===== src/rtl/alu_cmd_sequencer_if.sv =====
// Command and response valid/ready channels between a producer and alu_cmd_sequencer.
// The master side issues commands and consumes responses; the sequencer is the slave.
interface alu_cmd_sequencer_if;
    logic       cmd_valid;
    logic       cmd_ready;
    logic [3:0] cmd_a;
    logic [3:0] cmd_b;
    logic [1:0] cmd_op;

    logic       rsp_valid;
    logic       rsp_ready;
    logic [3:0] rsp_data;
    logic       rsp_carry;
    logic       rsp_eq;
    logic       rsp_a_gt_b;
    logic       rsp_b_gt_a;
    logic [1:0] rsp_op;

    modport master (
        output cmd_valid, cmd_a, cmd_b, cmd_op, rsp_ready,
        input  cmd_ready, rsp_valid, rsp_data, rsp_carry, rsp_eq, rsp_a_gt_b, rsp_b_gt_a, rsp_op
    );

    modport slave (
        input  cmd_valid, cmd_a, cmd_b, cmd_op, rsp_ready,
        output cmd_ready, rsp_valid, rsp_data, rsp_carry, rsp_eq, rsp_a_gt_b, rsp_b_gt_a, rsp_op
    );
endinterface


===== src/rtl/alu_cmd_sequencer.sv =====
// Drives registered operands/select onto a 4-bit combinational ALU, waits SETTLE_CYCLES,
// then captures the op-relevant outputs and returns them on a valid/ready response channel.
module alu_cmd_sequencer #(
    parameter int unsigned SETTLE_CYCLES = 1,
    parameter int unsigned CNT_W         = 8
) (
    input  logic                 clk,
    input  logic                 rst,
    alu_cmd_sequencer_if.slave   bus,
    output logic [3:0]           alu_a,
    output logic [3:0]           alu_b,
    output logic [1:0]           alu_s,
    input  logic [3:0]           alu_final,
    input  logic                 alu_carry,
    input  logic                 alu_eq,
    input  logic                 alu_a_gt_b,
    input  logic                 alu_b_gt_a,
    output logic [CNT_W-1:0]     done_count
);
    typedef enum logic [1:0] {IDLE, SETTLE, RESP} state_t;

    localparam logic [3:0] LP_SETTLE_LOAD = 4'(SETTLE_CYCLES - 1);

    state_t           r_state;
    state_t           w_next_state;
    logic [3:0]       r_settle_cnt;
    logic [3:0]       r_alu_a;
    logic [3:0]       r_alu_b;
    logic [1:0]       r_alu_s;
    logic [3:0]       r_rsp_data;
    logic             r_rsp_carry;
    logic             r_rsp_eq;
    logic             r_rsp_a_gt_b;
    logic             r_rsp_b_gt_a;
    logic [1:0]       r_rsp_op;
    logic [CNT_W-1:0] r_done_count;
    logic             w_accept;
    logic             w_settled;
    logic             w_rsp_fire;

    always_ff @(posedge clk) begin
        if (rst) r_state <= IDLE;
        else     r_state <= w_next_state;
    end

    // Handshake outputs are decoded from state only, so neither ready nor valid sees an input combinationally.
    always_comb begin
        w_next_state  = r_state;
        bus.cmd_ready = (r_state == IDLE);
        bus.rsp_valid = (r_state == RESP);
        w_accept      = bus.cmd_ready && bus.cmd_valid;
        w_settled     = (r_state == SETTLE) && (r_settle_cnt == 4'd0);
        w_rsp_fire    = bus.rsp_valid && bus.rsp_ready;
        case (r_state)
            IDLE:    if (w_accept)   w_next_state = SETTLE;
            SETTLE:  if (w_settled)  w_next_state = RESP;
            RESP:    if (w_rsp_fire) w_next_state = IDLE;
            default: w_next_state = IDLE;
        endcase
    end

    always_ff @(posedge clk) begin
        if (rst) begin
            r_settle_cnt <= '0;
            r_alu_a      <= '0;
            r_alu_b      <= '0;
            r_alu_s      <= '0;
            r_rsp_data   <= '0;
            r_rsp_carry  <= 1'b0;
            r_rsp_eq     <= 1'b0;
            r_rsp_a_gt_b <= 1'b0;
            r_rsp_b_gt_a <= 1'b0;
            r_rsp_op     <= '0;
            r_done_count <= '0;
        end else begin
            if (w_accept) begin
                r_alu_a      <= bus.cmd_a;
                r_alu_b      <= bus.cmd_b;
                r_alu_s      <= bus.cmd_op;
                r_settle_cnt <= LP_SETTLE_LOAD;
            end else if ((r_state == SETTLE) && (r_settle_cnt != 4'd0)) begin
                r_settle_cnt <= r_settle_cnt - 4'd1;
            end

            // The ALU leaves stale values on unselected outputs; keep only what the op defines.
            if (w_settled) begin
                r_rsp_op <= r_alu_s;
                case (r_alu_s)
                    2'b00, 2'b01: begin
                        r_rsp_data   <= alu_final;
                        r_rsp_carry  <= alu_carry;
                        r_rsp_eq     <= 1'b0;
                        r_rsp_a_gt_b <= 1'b0;
                        r_rsp_b_gt_a <= 1'b0;
                    end
                    2'b10: begin
                        r_rsp_data   <= '0;
                        r_rsp_carry  <= 1'b0;
                        r_rsp_eq     <= alu_eq;
                        r_rsp_a_gt_b <= alu_a_gt_b;
                        r_rsp_b_gt_a <= alu_b_gt_a;
                    end
                    default: begin
                        r_rsp_data   <= alu_final;
                        r_rsp_carry  <= 1'b0;
                        r_rsp_eq     <= 1'b0;
                        r_rsp_a_gt_b <= 1'b0;
                        r_rsp_b_gt_a <= 1'b0;
                    end
                endcase
            end

            if (w_rsp_fire) r_done_count <= r_done_count + CNT_W'(1);
        end
    end

    assign alu_a          = r_alu_a;
    assign alu_b          = r_alu_b;
    assign alu_s          = r_alu_s;
    assign bus.rsp_data   = r_rsp_data;
    assign bus.rsp_carry  = r_rsp_carry;
    assign bus.rsp_eq     = r_rsp_eq;
    assign bus.rsp_a_gt_b = r_rsp_a_gt_b;
    assign bus.rsp_b_gt_a = r_rsp_b_gt_a;
    assign bus.rsp_op     = r_rsp_op;
    assign done_count     = r_done_count;
endmodule


===== src/flat_wrapper.sv =====
// flat-port wrapper written by rule: the top's interface ports become plain ports
module alu_cmd_sequencer_flat 
#(
    parameter int unsigned SETTLE_CYCLES = 1,
    parameter int unsigned CNT_W         = 8
)
  (clk, rst, alu_a, alu_b, alu_s, alu_final, alu_carry, alu_eq, alu_a_gt_b, alu_b_gt_a, done_count, bus_cmd_valid, bus_cmd_a, bus_cmd_b, bus_cmd_op, bus_rsp_ready, bus_cmd_ready, bus_rsp_valid, bus_rsp_data, bus_rsp_carry, bus_rsp_eq, bus_rsp_a_gt_b, bus_rsp_b_gt_a, bus_rsp_op);
  alu_cmd_sequencer_if bus_i ();
  input  logic clk;
  input  logic rst;
  output logic [3:0] alu_a;
  output logic [3:0] alu_b;
  output logic [1:0] alu_s;
  input  logic [3:0] alu_final;
  input  logic alu_carry;
  input  logic alu_eq;
  input  logic alu_a_gt_b;
  input  logic alu_b_gt_a;
  output logic [CNT_W-1:0] done_count;
  input wire logic [$bits(bus_i.cmd_valid)-1:0] bus_cmd_valid;
  input wire logic [$bits(bus_i.cmd_a)-1:0] bus_cmd_a;
  input wire logic [$bits(bus_i.cmd_b)-1:0] bus_cmd_b;
  input wire logic [$bits(bus_i.cmd_op)-1:0] bus_cmd_op;
  input wire logic [$bits(bus_i.rsp_ready)-1:0] bus_rsp_ready;
  output wire logic [$bits(bus_i.cmd_ready)-1:0] bus_cmd_ready;
  output wire logic [$bits(bus_i.rsp_valid)-1:0] bus_rsp_valid;
  output wire logic [$bits(bus_i.rsp_data)-1:0] bus_rsp_data;
  output wire logic [$bits(bus_i.rsp_carry)-1:0] bus_rsp_carry;
  output wire logic [$bits(bus_i.rsp_eq)-1:0] bus_rsp_eq;
  output wire logic [$bits(bus_i.rsp_a_gt_b)-1:0] bus_rsp_a_gt_b;
  output wire logic [$bits(bus_i.rsp_b_gt_a)-1:0] bus_rsp_b_gt_a;
  output wire logic [$bits(bus_i.rsp_op)-1:0] bus_rsp_op;
  assign bus_i.cmd_valid = bus_cmd_valid;
  assign bus_i.cmd_a = bus_cmd_a;
  assign bus_i.cmd_b = bus_cmd_b;
  assign bus_i.cmd_op = bus_cmd_op;
  assign bus_i.rsp_ready = bus_rsp_ready;
  assign bus_cmd_ready = bus_i.cmd_ready;
  assign bus_rsp_valid = bus_i.rsp_valid;
  assign bus_rsp_data = bus_i.rsp_data;
  assign bus_rsp_carry = bus_i.rsp_carry;
  assign bus_rsp_eq = bus_i.rsp_eq;
  assign bus_rsp_a_gt_b = bus_i.rsp_a_gt_b;
  assign bus_rsp_b_gt_a = bus_i.rsp_b_gt_a;
  assign bus_rsp_op = bus_i.rsp_op;
  alu_cmd_sequencer #(.SETTLE_CYCLES(SETTLE_CYCLES), .CNT_W(CNT_W)) u_core (.clk(clk), .rst(rst), .bus(bus_i), .alu_a(alu_a), .alu_b(alu_b), .alu_s(alu_s), .alu_final(alu_final), .alu_carry(alu_carry), .alu_eq(alu_eq), .alu_a_gt_b(alu_a_gt_b), .alu_b_gt_a(alu_b_gt_a), .done_count(done_count));
endmodule

===== config.mk =====
export PLATFORM = sky130hd
export DESIGN_NAME = alu_cmd_sequencer_flat
export DESIGN_NICKNAME = d
export VERILOG_FILES = /design/src/rtl/alu_cmd_sequencer_if.sv /design/src/rtl/alu_cmd_sequencer.sv /design/src/flat_wrapper.sv
export SDC_FILE = /design/constraint.sdc
export NUM_CORES = 1
export LEC_CHECK = 0
export ABC_AREA = 0
export ABC_CLOCK_PERIOD_IN_PS = 1900
export BUFFER_PORTS_ARGS = -buffer_cell sky130_fd_sc_hd__buf_2
export CELL_PAD_IN_SITES_DETAIL_PLACEMENT = 1
export CELL_PAD_IN_SITES_GLOBAL_PLACEMENT = 1
export CORE_ASPECT_RATIO = 0.6
export CORE_UTILIZATION = 35
export DETAILED_ROUTE_END_ITERATION = 10
export GPL_ROUTABILITY_DRIVEN = 0
export HOLD_SLACK_MARGIN = 0.05
export PLACE_DENSITY = 0.82
export SYNTH_ARGS = -nofsm -noshare
export SYNTH_HDL_FRONTEND = slang
export SYNTH_SLANG_ARGS = --single-unit

===== constraint.sdc =====
create_clock -name clk -period 1.9 [get_ports clk]
set_input_delay 0.095 -clock clk [delete_from_list [all_inputs] [get_ports clk]]
set_output_delay 0.095 -clock clk [all_outputs]
set_load 0.005 [all_outputs]

* Word-level counts from Yosys, hierarchy flattened
Index checks and enable logic that the tools add are counted.
Word-level totals: bits in registers 34, input port bits 22, logic and storage cells 41
Operators by class: $add $sub $neg 2, eq/ne operators 7, mux-type cells 9, reduce and logical (&&, ||, !) cells 11
Operators with widths (number):
- adder 8 x 1 -> 8 bit, second input constant | 1
- 2-to-1 mux 2 bit | 3
- inequality test 2 x 1 -> 1 bit, second input constant | 3
- one-hot mux 2 bit (3 select lines) | 1
- equality test 2 x 1 -> 1 bit, second input constant | 2
- equality test 2 bit, second input constant | 2
- logical AND 1 bit | 4
- zero test 2 bit | 2
- zero test 4 bit | 1
- 2-to-1 mux 1 bit | 4
- 2-to-1 mux 4 bit | 1
- nonzero test 4 bit | 1
- OR reduction 2 bit | 2
- subtractor 4 x 1 -> 4 bit, second input constant | 1
- AND reduction 3 bit | 1

* Depth between registers and ports, before layout
Gate-level depths: netlist of run 1.
word-level depth 4, gate-level depth with buffers 6, mapped depth without buffers 5

* Least setup slack after synthesis of run 1
No wires, ideal clock.
kind flip-flop to flip-flop, start point register u_core.r_settle_cnt[0], end point register u_core.r_rsp_data[1] (netlist: u_core.bus.rsp_data[1]), setup time 132 ps, arrival time 1358 ps, path slack 410 ps, cell stages (with the launch flop) 7, buffers on the path 1, clock period less this slack 1490 ps, cells stage by stage dfxtp_1 -> inv_1 -> ha_1 -> or3b_2 -> buf_2 -> o21ai_0 -> a21oi_1
On the way: longest elaborated chain between the ends 2
RTL lines:
- start, declared | line alu_cmd_sequencer.sv:26 | logic [3:0] r_settle_cnt;
- start signal, assigned | line alu_cmd_sequencer.sv:82 | r_settle_cnt <= r_settle_cnt - 4'd1;
- zero test 4 bit | line alu_cmd_sequencer.sv:52 | w_settled = (r_state == SETTLE) && (r_settle_cnt == 4'd0);
- logical AND 1 bit | line alu_cmd_sequencer.sv:52
- end signal, assigned | line alu_cmd_sequencer.sv:90 | r_rsp_data <= alu_final;
- end signal, assigned | line alu_cmd_sequencer.sv:104 | r_rsp_data <= alu_final;
- end, declared | line alu_cmd_sequencer.sv:30 | logic [3:0] r_rsp_data;
Every way passes these cells. A chain may end at the register's enable or synchronous reset.

* Worst setup path after layout of run 1
start point register u_core.r_settle_cnt[0], end point register u_core.r_rsp_a_gt_b (netlist: u_core.bus.rsp_a_gt_b)
On the way: longest elaborated chain between the ends 2
RTL lines:
- zero test 4 bit | line alu_cmd_sequencer.sv:52
- logical AND 1 bit | line alu_cmd_sequencer.sv:52
- end signal, assigned | line alu_cmd_sequencer.sv:100 | r_rsp_a_gt_b <= alu_a_gt_b;
- end, declared | line alu_cmd_sequencer.sv:33 | logic r_rsp_a_gt_b;
Every way passes these cells.

==> results.tsv, run 1 <==
stage	metric	value	unit
run_status	status	complete, but fails checks	
run_status	violations in the final reports	design-rule violations	
place	half-perimeter wire length of the detailed placement result	2650	um
min_path	Hold Crit Endpoint	u_core.bus.rsp_b_gt_a	
clock_tree	post-CTS setup buffer count	0	
worst_setup_path	type of origin of the critical path	flop	
power	maximum vdd drop	454	uV
grt	global-route congestion overflow total	0	
logic_synthesis	Synth warnings	0	
logic_synthesis	share of synthesized area occupied by flip-flops and latches	0.481	
sta	count of final setup violators	0	
worst_setup_path	critical path data arrival time	1.82	ns
routing	routed vias	1401	
power	pwr dens	815	nW/um2
sta	slew at the pin closest to its max-slew limit	0.574	ns
logic_synthesis	number of distinct library cells after synthesis	28	
sta	worst clock skew	0.00346	ns
logic_synthesis	Avg Cell Area, Syn	9.25	um2
grt	All-Layer GR Usage	0.196	
logic_synthesis	summed instance area of the synthesized netlist	1420	um2
clock_tree	CTS root buffer	sky130_fd_sc_hd__clkbuf_8	
floorplan	DIE AREA	4310	um2
clock_tree	maximum buffer depth of the clock tree	2	
routing	Total Wirelength	3890	um
routing	routed length per instance	14.6	um
sta	setup TNS	0	ns
routing	post-detailed-route count of antenna-violating nets	0	
sta	number of slew-limit violations in the final report	0	
sta	RSZ-0062 raised after global routing	no	
grt	maximum number of pins on one net before global-route repair	32	
min_path	hold path startpoint	alu_b_gt_a	
worst_setup_path	Reg2Reg Launch Point	u_core.r_settle_cnt[0]	
clock_tree	Max H-tree Level	2	
sta	final critical-path share of the clock period	0.877	
routing	drt initial violations	46	
floorplan	initial standard-cell utilization of the core	0.376	
grt	global-route wire length before repair	6400	um
place	Port Buf Inserts	51	
worst_setup_path	Crit Path Class	reg2reg	
layout	number of diodes	0	
logic_synthesis	synthesized netlist net count	177	
layout	share of layout cells above drive strength 1	0.315	
min_path	worst hold path stage count	3	
routing	DR pass1 iterations	7	
clock_tree	worst skew pair latency	0.29	ns
worst_setup_path	required time reported for the critical path endpoint	2.05	ns
grt	antenna violations before repair	0	
floorplan	overall die height	51.3	um
sta	worst slew slack as a fraction of its limit	0.617	
worst_setup_path	CP delay by family, top	simple AND/OR/NAND/NOR gates	
worst_setup_path	endpoint class of the critical path	flop	
layout	number of nets in the layout	242	
sta	count of endpoints failing hold in the final timing report	0	
sta	Max Fclk	600	MHz
worst_setup_path	setup slack of the worst register-to-register path	0.23	ns
clock_tree	number of buffers created by CTS	5	
floorplan	cell row count	17	
worst_setup_path	endpoint of the most critical register-to-register path	u_core.bus.rsp_a_gt_b	
layout	area grow syn2layout	37.1	%
clock_tree	sinks on the clock net	34	
power	Static Leak	0.894	nW
floorplan	die width	84.1	um
grt	number of global-route vias before repair	1336	
worst_setup_path	depth of the worst register-to-register path	5	
routing	Via-to-Cell Ratio	5.27	
sta	Period minus WS final	1.67	ns
clock_tree	TritonCTS clock tree	yes	
worst_setup_path	largest fanout on the critical path	14	
worst_setup_path	WP buf/inv	1	
logic_synthesis	flops & latches, synth	34	
min_path	classification of the worst-slack hold path	in2reg	
sta	hold slack final	0.0648	ns
job	max-cap violations	0	
worst_setup_path	Slowest-stage cell, CP	sky130_fd_sc_hd__or3b_2	
worst_setup_path	Critical Path Max Stage Delay	0.60	ns
worst_setup_path	crit-path cells	inv_1 > ha_1 > or3b_2 > o21ai_0 > a21oi_1	
floorplan	Core Region	3760	um2
routing	number of DRC violations after detailed routing	6	
logic_synthesis	Synth Instances	153	
clock_tree	clock edge transition at the registers on the reported setup and hold paths	0.07	ns
floorplan	I/O pins	52	
## cells in the final DEF, fill, tap and decap left out, types with 2 or more instances in the layout
cell type,count
sky130_fd_sc_hd__clkinv_2,2
sky130_fd_sc_hd__dfxtp_1,34
sky130_fd_sc_hd__buf_4,5
sky130_fd_sc_hd__xor2_1,2
sky130_fd_sc_hd__or3_1,4
sky130_fd_sc_hd__dlygate4sd3_1,10
sky130_fd_sc_hd__nand4_1,9
sky130_fd_sc_hd__nand2_1,3
sky130_fd_sc_hd__o21ai_0,16
sky130_fd_sc_hd__mux2i_1,11
sky130_fd_sc_hd__a21oi_1,20
sky130_fd_sc_hd__or4_1,4
sky130_fd_sc_hd__inv_1,4
sky130_fd_sc_hd__clkbuf_8,5
sky130_fd_sc_hd__nand4b_1,2
sky130_fd_sc_hd__ha_1,2
sky130_fd_sc_hd__nor2b_1,3
sky130_fd_sc_hd__o31ai_1,2
sky130_fd_sc_hd__nor2_1,16
sky130_fd_sc_hd__nand3_1,3
sky130_fd_sc_hd__buf_2,51
## final cells by class
class / count / area [um2]
clock buffers: 5 / 68.8
clock inverters: 3 / 40.0
fillers: 458 / 1820
inverters: 4 / 15.0
multi-input cells: 107 / 684
flip-flops and latches: 34 / 681
well taps: 47 / 58.8
repair buffers: 66 / 393
## state kept, by name (all words and copies together), names as in the netlist
name / cells
u_core.alu_a: 4
u_core.alu_b: 4
u_core.alu_s: 2
u_core.bus.rsp_a_gt_b: 1
u_core.bus.rsp_b_gt_a: 1
u_core.bus.rsp_carry: 1
u_core.bus.rsp_data: 4
u_core.bus.rsp_eq: 1
u_core.bus.rsp_op: 2
u_core.done_count: 8
u_core.r_settle_cnt: 4
u_core.r_state: 2
## tightest hold or removal path: stages
cell	delay, ns
sky130_fd_sc_hd__buf_2	0.10
sky130_fd_sc_hd__nand4_1	0.06
sky130_fd_sc_hd__a21oi_1	0.06
## worst max path at each step
stage	startpoint	to	slack (ns)	cells past startpoint
after detailed placement	u_core.r_settle_cnt[0]	u_core.bus.rsp_a_gt_b	0.28	5
after CTS	u_core.r_settle_cnt[0]	u_core.bus.rsp_a_gt_b	0.25	5
after floorplan	u_core.r_settle_cnt[0]	u_core.bus.rsp_data[1]	0.41	6
final	u_core.r_settle_cnt[0]	u_core.bus.rsp_a_gt_b	0.23	5
after global routing	u_core.r_settle_cnt[0]	u_core.bus.rsp_a_gt_b	0.12	5
after global placement	u_core.r_settle_cnt[0]	u_core.bus.rsp_b_gt_a	0.34	5
## timing repair
item,4_1_cts,5_1_grt
setup endpoints to repair,0,0
hold endpoints to repair,10,0
resized for setup,0,0
hold buffers,10,0
## power breakdown
group	leakage (nW)	total [mW]	switching, mW	internal (mW)
combinational	0.560	0.168	0.0803	0.0878
sequential	0.276	0.760	0.0218	0.738
clock	0.0579	0.654	0.268	0.386
total	0.894	1.58	0.370	1.21
## stage by stage
step / total power, mW / utilization / worst slack [ns] / cell area [um2] / cells
6_report: 1.58 / 0.515 / 0.233 / 1940 / 266
5_1_grt: 1.66 / 0.515 / 0.118 / 1940 / 266
4_1_cts: 1.60 / 0.515 / 0.255 / 1940 / 266
3_5_place_dp: 0.927 / 0.460 / 0.277 / 1730 / 248
3_3_place_gp: 0.925 / 0.460 / 0.340 / 1730 / 248
2_1_floorplan: 0.855 / - / 0.410 / 1420 / 153
## cells in the mapped netlist
cell / number / area share
sky130_fd_sc_hd__nand3_1: 3 / 0.011
sky130_fd_sc_hd__nor2b_1: 3 / 0.013
sky130_fd_sc_hd__or3b_2: 1 / 0.0062
sky130_fd_sc_hd__nor2_1: 16 / 0.042
sky130_fd_sc_hd__nand4b_4: 1 / 0.017
sky130_fd_sc_hd__nand4_1: 9 / 0.040
sky130_fd_sc_hd__nand2_1: 3 / 0.0080
sky130_fd_sc_hd__o31ai_1: 2 / 0.011
sky130_fd_sc_hd__or2_2: 1 / 0.0044
sky130_fd_sc_hd__or4_1: 4 / 0.021
sky130_fd_sc_hd__a21oi_1: 20 / 0.071
sky130_fd_sc_hd__clkbuf_1: 4 / 0.011
sky130_fd_sc_hd__a22oi_1: 1 / 0.0053
sky130_fd_sc_hd__dfxtp_1: 34 / 0.48
sky130_fd_sc_hd__buf_4: 2 / 0.011
sky130_fd_sc_hd__o21ai_0: 16 / 0.057
sky130_fd_sc_hd__inv_1: 4 / 0.011
sky130_fd_sc_hd__nor3b_1: 2 / 0.011
sky130_fd_sc_hd__nand3b_1: 1 / 0.0053
sky130_fd_sc_hd__or3_1: 4 / 0.018
sky130_fd_sc_hd__a311oi_1: 1 / 0.0062
sky130_fd_sc_hd__ha_1: 2 / 0.018
sky130_fd_sc_hd__xor2_1: 2 / 0.012
sky130_fd_sc_hd__mux2i_1: 11 / 0.078
sky130_fd_sc_hd__buf_2: 2 / 0.0071
sky130_fd_sc_hd__nand4b_1: 2 / 0.012
sky130_fd_sc_hd__nand2b_1: 1 / 0.0044
sky130_fd_sc_hd__nand2b_4: 1 / 0.0097
## routing by layer
metal	part of all wire	global-route usage	vias up	routed length [um]
li1	-	-	688	-
met1	0.50	0.258	660	1940
met2	0.43	0.307	47	1660
met3	0.060	0.0485	6	235
met4	0.015	0.0833	0	57
met5	0	0	-	0
## cell families after synthesis
logic type	after synthesis	share of synthesized area
DFF	34	0.481
buffers and inverters	12	0.0389
muxes	11	0.0778
and+or+nand+nor	52	0.223
xor gates and xnor gates	2	0.0124
AOI/OAI and AO/OA	40	0.149
adders and majority gates	2	0.0177
No activity file was read; power rests on OpenSTA's default activity.
==> run 2: changes to the inputs <==
CELL_PAD_IN_SITES_DETAIL_PLACEMENT = 0   (was 1)
==> run 2 against run 1 <==
  * The flow still finishes with violations (design-rule violations)
  * Non-clock buffer count is 3 lower
  * Via count is 6.0% lower
  * Clock skew is 0.00061 ns higher
  * Fmax is 2.0% higher
  * Power is 11% lower
  * Die area stayed put
  * Worst setup slack better by 0.032 ns
  * First-iteration DRC count is 76% higher
  * Register-to-register slack better by 0.03 ns
  * Critical path type unchanged
  * Largest power group unchanged
==> results.tsv, run 2 (synthesis results as in run 1) <==
stage	metric	value	unit	change
place	half-perimeter wire length of the detailed placement result	2350	um	-11%
clock_tree	worst skew pair latency	0.28	ns	about the same
clock_tree	Max H-tree Level	2		unchanged
grt	All-Layer GR Usage	0.167		-0.0283
sta	worst slew slack as a fraction of its limit	0.638		+0.0206
min_path	Hold Crit Endpoint	u_core.alu_s[0]		
sta	number of slew-limit violations in the final report	0		unchanged
clock_tree	maximum buffer depth of the clock tree	2		unchanged
run_status	status	complete, but fails checks		
routing	post-detailed-route count of antenna-violating nets	0		unchanged
routing	number of DRC violations after detailed routing	6		unchanged
power	pwr dens	747	nW/um2	-8.4%
clock_tree	# hold bufs at CTS	7		-3
layout	share of layout cells above drive strength 1	0.316		+0.00121
worst_setup_path	type of origin of the critical path	flop		
routing	drt initial violations	81		+76%
run_status	violations in the final reports	design-rule violations		
sta	count of endpoints failing hold in the final timing report	0		unchanged
layout	number of diodes	0		unchanged
power	maximum vdd drop	396	uV	-13%
clock_tree	sinks on the clock net	34		unchanged
layout	final-layout fill cell count	378		-17%
layout	footprint of the flip-flops and latches	681	um2	unchanged
layout	area of the multi-input gates	684	um2	unchanged
grt	number of global-route vias before repair	1192		-11%
grt	global-route congestion overflow total	0		unchanged
min_path	hold path startpoint	bus_cmd_op[0]		
worst_setup_path	Reg2Reg Launch Point	u_core.r_settle_cnt[0]		
clock_tree	CTS root buffer	sky130_fd_sc_hd__clkbuf_8		
job	max-cap violations	0		unchanged
sta	count of final setup violators	0		unchanged
floorplan	die width	84.1	um	unchanged
layout	number of cells in the finished layout apart from fillers	262		-1.5%
sta	Max Fclk	612	MHz	+2.0%
floorplan	DIE AREA	4310	um2	unchanged
worst_setup_path	depth of the worst register-to-register path	5		unchanged
sta	setup TNS	0	ns	unchanged
clock_tree	post-CTS setup buffer count	0		unchanged
worst_setup_path	required time reported for the critical path endpoint	2.05	ns	about the same
worst_setup_path	Crit Path Class	reg2reg		
sta	worst clock skew	0.00408	ns	+0.000614 ns
clock_tree	clock edge transition at the registers on the reported setup and hold paths	0.07	ns	about the same
grt	antenna violations before repair	0		unchanged
power	Static Leak	0.867	nW	-3.0%
worst_setup_path	largest fanout on the critical path	14		unchanged
floorplan	overall die height	51.3	um	unchanged
worst_setup_path	endpoint of the most critical register-to-register path	u_core.bus.rsp_b_gt_a		
place	Port Buf Inserts	51		unchanged
layout	commonest non-fill, non-tap cells in the layout	51 x sky130_fd_sc_hd__buf_2, 34 x sky130_fd_sc_hd__dfxtp_1, 20 x sky130_fd_sc_hd__a21oi_1		
layout	flip-flop count of the largest register, all copies and words added	8		unchanged
routing	Via-to-Cell Ratio	5.03		-4.6%
grt	global-route wire length before repair	5520	um	-14%
clock_tree	number of buffers created by CTS	5		unchanged
floorplan	I/O pins	52		unchanged
clock_tree	number of gates resized after cts	0		unchanged
sta	final critical-path share of the clock period	0.861		-0.0169
sta	slew at the pin closest to its max-slew limit	0.543	ns	-0.0309 ns
sta	Period minus WS final	1.64	ns	-0.0321 ns
worst_setup_path	endpoint class of the critical path	flop		
grt	maximum number of pins on one net before global-route repair	32		unchanged
clock_tree	TritonCTS clock tree	yes		
layout	area grow syn2layout	32.9	%	
place	total instance count after detailed placement	248		unchanged
routing	Total Wirelength	3380	um	-13%
floorplan	initial standard-cell utilization of the core	0.376		unchanged
routing	routed vias	1317		-6.0%
min_path	classification of the worst-slack hold path	in2reg		
worst_setup_path	setup slack of the worst register-to-register path	0.26	ns	+0.03 ns
floorplan	Core Region	3760	um2	unchanged
worst_setup_path	critical path data arrival time	1.78	ns	-0.04 ns
routing	DR pass1 iterations	7		unchanged
layout	most frequent standard cell in the layout excluding fill and tap cells	sky130_fd_sc_hd__buf_2		
min_path	worst hold path stage count	3		unchanged
floorplan	cell row count	17		unchanged
layout	number of nets in the layout	239		-1.2%
routing	routed length per instance	12.9	um	-12%
sta	RSZ-0062 raised after global routing	no		
[run 2: cell types whose count changed in the layout (fill, tap and decap cells not counted), sizes merged]
cell         change
bufinv           -1
dlygate4sd3      -3
[run 2: area by class of cell]
type	instances	area share
clock buffer	5	0.0366
clock inverter	2	0.00532
inverter	4	0.00798
multi-input combinational	107	0.364
sequential	34	0.362
tap	47	0.0313
timing repair buffer	63	0.193
[run 2: how the worst max path moves through the flow]
stage	start	endpoint	slack (ns)	cells past startpoint
after detailed placement	u_core.r_settle_cnt[0]	u_core.bus.rsp_eq	0.30	5
final	u_core.r_settle_cnt[0]	u_core.bus.rsp_b_gt_a	0.26	5
after global routing	u_core.r_settle_cnt[0]	u_core.bus.rsp_op[1]	0.12	5
after CTS	u_core.r_settle_cnt[0]	u_core.bus.rsp_b_gt_a	0.29	5
after floorplan	u_core.r_settle_cnt[0]	u_core.bus.rsp_data[1]	0.41	6
after global placement	u_core.r_settle_cnt[0]	u_core.bus.rsp_b_gt_a	0.34	5
[run 2: worst max-delay path, stage by stage, from the launching register on]
cell and delay, ns:
sky130_fd_sc_hd__dfxtp_1 0.32, sky130_fd_sc_hd__inv_1 0.08, sky130_fd_sc_hd__ha_1 0.17, sky130_fd_sc_hd__or3b_2 0.60, sky130_fd_sc_hd__o21ai_0 0.24, sky130_fd_sc_hd__a21oi_1 0.09
[run 2: through the flow]
step	power (mW)	utilization	hold slack, ns	setup slack [ns]	area [um2]
global route	1.49	0.500	0.0588	0.118	1880
finish	1.40	0.500	0.0561	0.265	1880
global placement	0.925	0.460	0.327	0.340	1730
floorplan	0.855	-	0.242	0.410	1420
CTS	1.42	0.500	0.0502	0.287	1880
detailed placement	0.924	0.460	0.339	0.304	1730
[run 2: routing by layer]
metal | global-route usage | part of all wire
met5 | 0 | 0
met3 | 0.0452 | 0.081
met2 | 0.238 | 0.39
met4 | 0.0517 | 0.0047
met1 | 0.244 | 0.53
[run 2: where the power goes]
group	switching, mW	internal (mW)
Combinational	0.0755	0.0838
Sequential	0.0212	0.739
Clock	0.240	0.245
